==> src/rtl/vga_pattern_gen.sv <==
// Test-pattern pixel stage: colour bars, scrolling checker, solid fill or ramp,
// selected frame-synchronously, with every output registered one clock after its inputs.
module vga_pattern_gen #(
  parameter int H_ACTIVE   = 640,
  parameter int V_ACTIVE   = 480,
  parameter int CNT_W      = 10,
  parameter int R_W        = 5,
  parameter int G_W        = 6,
  parameter int B_W        = 5,
  parameter int NUM_BARS   = 8,
  parameter int BAR_W      = 80,
  parameter int CHECK_LOG2 = 5
) (
  input  logic                     clk,
  input  logic                     rst,
  input  logic [CNT_W-1:0]         hcount,
  input  logic [CNT_W-1:0]         vcount,
  input  logic                     hblank,
  input  logic                     vblank,
  input  logic [1:0]               mode_in,
  input  logic                     mode_load,
  input  logic [R_W+G_W+B_W-1:0]   solid_rgb,
  output logic [R_W-1:0]           red,
  output logic [G_W-1:0]           green,
  output logic [B_W-1:0]           blue,
  output logic                     pix_valid,
  output logic [1:0]               mode_active,
  output logic [7:0]               frame_cnt
);

  localparam int RGB_W = R_W + G_W + B_W;
  localparam logic [CNT_W:0]   H_LIM    = (CNT_W+1)'(H_ACTIVE);
  localparam logic [CNT_W:0]   V_LIM    = (CNT_W+1)'(V_ACTIVE);
  localparam logic [CNT_W-1:0] BAR_LAST = CNT_W'(BAR_W - 1);
  localparam logic [CNT_W-1:0] IDX_LAST = CNT_W'(NUM_BARS - 1);

  logic [R_W-1:0]   red_q, red_d;
  logic [G_W-1:0]   green_q, green_d;
  logic [B_W-1:0]   blue_q, blue_d;
  logic             pix_valid_q, pix_valid_d;
  logic [1:0]       pending_q, pending_d;
  logic [1:0]       mode_q, mode_d;
  logic [7:0]       frame_q, frame_d;
  logic [CNT_W-1:0] bar_pos_q, bar_pos_d;
  logic [CNT_W-1:0] bar_idx_q, bar_idx_d;
  logic             vblank_q;

  logic             blank_in;
  logic             vrise;
  logic [2:0]       bar_sel;
  logic [CNT_W-1:0] hs;

  always_comb begin
    blank_in = hblank | vblank | ({1'b0, hcount} >= H_LIM) | ({1'b0, vcount} >= V_LIM);
    vrise    = vblank & ~vblank_q;

    // A strobe coinciding with the vblank rise lands in mode_active on the same edge,
    // because the frame-boundary load takes the already-updated pending value.
    pending_d = mode_load ? mode_in : pending_q;
    mode_d    = mode_q;
    frame_d   = frame_q;
    if (vrise) begin
      mode_d  = pending_d;
      frame_d = frame_q + 8'd1;
    end

    bar_pos_d = bar_pos_q;
    bar_idx_d = bar_idx_q;
    if (hblank) begin
      bar_pos_d = '0;
      bar_idx_d = '0;
    end else if (!blank_in) begin
      if (bar_pos_q == BAR_LAST) begin
        bar_pos_d = '0;
        if (bar_idx_q != IDX_LAST) bar_idx_d = bar_idx_q + 1'b1;
      end else begin
        bar_pos_d = bar_pos_q + 1'b1;
      end
    end

    bar_sel = bar_idx_q[2:0];
    hs      = hcount + CNT_W'(frame_q);

    red_d       = '0;
    green_d     = '0;
    blue_d      = '0;
    pix_valid_d = 1'b0;
    if (!blank_in) begin
      pix_valid_d = 1'b1;
      case (mode_q)
        2'd0: begin
          red_d   = {R_W{~bar_sel[1]}};
          green_d = {G_W{~bar_sel[2]}};
          blue_d  = {B_W{~bar_sel[0]}};
        end
        2'd1: begin
          red_d   = {R_W{hs[CHECK_LOG2] ^ vcount[CHECK_LOG2]}};
          green_d = {G_W{hs[CHECK_LOG2] ^ vcount[CHECK_LOG2]}};
          blue_d  = {B_W{hs[CHECK_LOG2] ^ vcount[CHECK_LOG2]}};
        end
        2'd2: begin
          red_d   = solid_rgb[RGB_W-1 -: R_W];
          green_d = solid_rgb[G_W+B_W-1 -: G_W];
          blue_d  = solid_rgb[B_W-1:0];
        end
        default: begin
          red_d   = hcount[R_W+1:2];
          green_d = hcount[G_W+1:2];
          blue_d  = hcount[B_W+1:2];
        end
      endcase
    end
  end

  always_ff @(posedge clk) begin
    if (rst) begin
      red_q       <= '0;
      green_q     <= '0;
      blue_q      <= '0;
      pix_valid_q <= 1'b0;
      pending_q   <= 2'd0;
      mode_q      <= 2'd0;
      frame_q     <= 8'd0;
      bar_pos_q   <= '0;
      bar_idx_q   <= '0;
      vblank_q    <= 1'b0;
    end else begin
      red_q       <= red_d;
      green_q     <= green_d;
      blue_q      <= blue_d;
      pix_valid_q <= pix_valid_d;
      pending_q   <= pending_d;
      mode_q      <= mode_d;
      frame_q     <= frame_d;
      bar_pos_q   <= bar_pos_d;
      bar_idx_q   <= bar_idx_d;
      vblank_q    <= vblank;
    end
  end

  assign red         = red_q;
  assign green       = green_q;
  assign blue        = blue_q;
  assign pix_valid   = pix_valid_q;
  assign mode_active = mode_q;
  assign frame_cnt   = frame_q;

endmodule

==> config.mk <==
export PLATFORM = sky130hd
export DESIGN_NAME = vga_pattern_gen
export DESIGN_NICKNAME = d
export VERILOG_FILES = /design/src/rtl/vga_pattern_gen.sv
export SDC_FILE = /design/constraint.sdc
export NUM_CORES = 1
export LEC_CHECK = 0
export ABC_AREA = 0
export BUFFER_PORTS_ARGS = -buffer_cell sky130_fd_sc_hd__buf_2
export CAP_MARGIN = 20
export CORE_MARGIN = 4
export CORE_UTILIZATION = 35
export CTS_CLUSTER_DIAMETER = 150
export CTS_CLUSTER_SIZE = 24
export DETAILED_ROUTE_END_ITERATION = 7
export HOLD_SLACK_MARGIN = 0.06
export PLACE_DENSITY_LB_ADDON = 0.05
export RECOVER_POWER = 50
export SLEW_MARGIN = 20
export SYNTH_ARGS = -nofsm -noshare
export SYNTH_HDL_FRONTEND = slang
export SYNTH_SLANG_ARGS = --single-unit
export TNS_END_PERCENT = 50
==> constraint.sdc <==
create_clock -name clk -period 4.17 [get_ports clk]
set_input_delay 0.834 -clock clk [delete_from_list [all_inputs] [get_ports clk]]
set_output_delay 0.834 -clock clk [all_outputs]
set_load 0.02 [all_outputs]
==> flow_metrics.env <==
export IMPL_status="finished clean"
export IMPL_drt_iter0_markers=84
export IMPL_netlist_area_um2=2400
export IMPL_clk_pin_slew_ps=100
export IMPL_path_max_fanout=16
export IMPL_pre_cts_ws_ps=1520
export IMPL_drive_gt1_share_pct=17.3
export IMPL_overflow=0
export IMPL_nNetsFinal=372
export IMPL_hold_buffers=0
export IMPL_rsz0062_at_grt="no"
export IMPL_track_usage_pct=13.2
export IMPL_worstSetupStartpoint="hcount[2]"
export IMPL_cp_end_kind="register"
export IMPL_cts_buffers=5
export IMPL_wl_per_cell_um=13.8
export IMPL_yosysUniqueCellTypes=41
export IMPL_h_tree_depth=2
export IMPL_drc_errors=0
export IMPL_setup_viol=0
export IMPL_cp_arrival_ps=2600
export IMPL_port_buffers=64
export IMPL_num_io_pins=70
export IMPL_synthToLayoutAreaGrowth_pct=17.4
export IMPL_final_setup_worst_slack_ps=1800
export IMPL_hold_class="register to register"
export IMPL_hold_viol_final=0
export IMPL_hold_start="frame_cnt[7]$_SDFFE_PP0P_"
export IMPL_post_route_min_period_ps=2370
export IMPL_syn_inst=266
export IMPL_final_cell_mix="50 x dfxtp_1, 37 x buf_2, 28 x nor2_1"
export IMPL_fin_tns_setup_ps=0
export IMPL_cts_tree="built"
export IMPL_cp_slowest_cell="nand4bb_1"
export IMPL_dp_hpwl_mm=4.02
export IMPL_crit_end="green[1]$_SDFF_PP0_"
export IMPL_p_total_mw=0.929
export IMPL_core_area_um2=6490
export IMPL_initial_utilization_pct=36.9
export IMPL_max_stage_delay_ps=650
export IMPL_drt_wl_total_mm=5.50
export IMPL_die_y_um=90.8
export IMPL_drtPass1Iterations=4
export IMPL_clockBufferDepth=2
export IMPL_place_congestion=0.707
export IMPL_vias_per_cell=5.04
export IMPL_synth_seq_cells=50
export IMPL_vias=2014
export IMPL_cts_root_buf="clkbuf_8"
export IMPL_diodes=0
export IMPL_r2r_cells=6
export IMPL_reg2reg_slack_ps=2040
export IMPL_critPathLaunchType="primary input"
export IMPL_drv_slew=0
export IMPL_ys_warn_count=0
export IMPL_cts_setup_buffers=0
export IMPL_final_common_cell="dfxtp_1"
export IMPL_rr_endpoint="green[1]$_SDFF_PP0_"
export IMPL_r2r_start="frame_cnt[2]$_SDFFE_PP0P_"
export IMPL_fmax_mhz=422
export IMPL_cts_sinks=50
export IMPL_rows=29
export IMPL_avgSynthCellArea_um2=9.02
export IMPL_syn_nets=316
export IMPL_crit_top_cell="a21oi_1"
export IMPL_power_density_nw_per_um2=330
export IMPL_yosysSeqAreaShare_pct=41.7
export IMPL_drv_cap=0
export IMPL_antenna_found_initial=0
export IMPL_power_static_leakage_nw=1.05
export IMPL_cts_resized=0
export IMPL_worst_slew_pin_slew_ps=908
export IMPL_finalClockSkew_ps=8.24
export IMPL_die_x_um=90.8
export IMPL_worst_endpoint_required_ps=4400
export IMPL_first_global_vias=1909
export IMPL_clk_latency_ps=300
export IMPL_critical_path_class="primary input to register"
export IMPL_die_area_um2=8240
export IMPL_ir_worst_vdd_uv=138
export IMPL_drtAntennaViolNets=0
export IMPL_period_share_pct=56.9
export IMPL_slew_headroom_pct=39.4
export IMPL_grt_pass1_wl_mm=9.00
export IMPL_grt_max_degree=29
export IMPL_path_cells="buf_2, ha_1, a21oi_1, a21o_1, a21oi_1, nand4bb_1, a31oi_1"
-- cell families (layout without fill, tap and decap cells) --
logic type,count (synthesis),after routing,share of synthesized area (%)
and+or+nand+nor,109,109,28.1
AOI/OAI and AO/OA,59,59,14.0
xor gates and xnor gates,18,18,6.57
adders and majority gates,7,7,3.65
DFF,50,50,41.7
buffers and inverters,17,74,3.39
muxes,6,6,2.50
-- metal layers --
metal,track usage [%],wire (um)
met2,21.6,2490
met5,0,0
met3,3.67,260
met1,17.1,2690
met4,3.52,65
-- per-stage QoR --
step                cell area [um2]  hold WS [ps]  util, %  cells
floorplan                      2400           456        -    266
global placement               2740           469     42.2    392
detailed placement             2740           475     42.2    392
CTS                            2850           491     43.9    400
global route                   2820           541     43.4    400
finish                         2820           492     43.4    400
-- power breakdown --
part	switching (mW)	total (mW)	internal (mW)
Clock	0.166	0.342	0.177
Sequential	0.0128	0.498	0.486
Combinational	0.0518	0.0878	0.0361
Total	0.230	0.929	0.699
-- synth_stat cells (all sizes together) --
master	number	share of area, %
nand2	10	1.6
nor2	28	4.4
xnor2	11	4.0
and3	3	0.78
a31oi	18	4.7
nand4bb	1	0.47
nand4	9	2.6
clkbuf	10	1.6
a21oi	11	2.3
a211oi	2	0.63
and4b	1	0.42
and2	6	1.6
nor3	5	1.7
nor4b	1	0.63
mux2i	6	2.5
nor4	6	3.3
nor2b	18	4.7
or3	8	2.1
nand3	8	2.4
nor3b	1	0.31
ha	7	3.7
o21ai	25	5.4
a41o	1	0.42
dfxtp	50	42
inv	2	0.31
or3b	1	0.37
buf	5	1.5
xor2	7	2.6
a21o	2	0.63
or2	3	0.78
-- how the worst min path moves through the flow --
stage | to | slack [ps] | cells after the start
6_report | frame_cnt[7]$_SDFFE_PP0P_ | 490 | 2
3_5_place_dp | frame_cnt[7]$_SDFFE_PP0P_ | 470 | 2
5_1_grt | bar_pos_q[5]$_SDFFE_PP0N_ | 540 | 2
4_1_cts | frame_cnt[7]$_SDFFE_PP0P_ | 490 | 2
3_3_place_gp | frame_cnt[7]$_SDFFE_PP0P_ | 470 | 2
2_1_floorplan | pending_q[0]$_SDFF_PP0_ | 460 | 2
-- area by class of cell --
type                    instances  area (um2)
clock inverters                 3        40.0
multi-input cells             199        1320
flip-flops and latches         50        1000
inverters                       2        7.51
repair buffers                 64         287
clock buffers                   5        68.8
fillers                       669        3680
well taps                      77        96.3
-- worst max-delay path: cells and delay by family --
family	cells	cell delay, ps
AO/OA/AOI/OAI	4	700
adder cells (fa/ha/maj)	1	300
buffers and inverters	1	120
AND/OR/NAND/NOR	1	650
-- registers in the layout, indices dropped and copies added, names as in the netlist, 2 cells and up --
name / cells
green: 6
blue: 5
red: 5
bar_idx_q: 10
bar_pos_q: 10
mode_active: 2
frame_cnt: 8
pending_q: 2
Power figures use the tool's default switching activity.
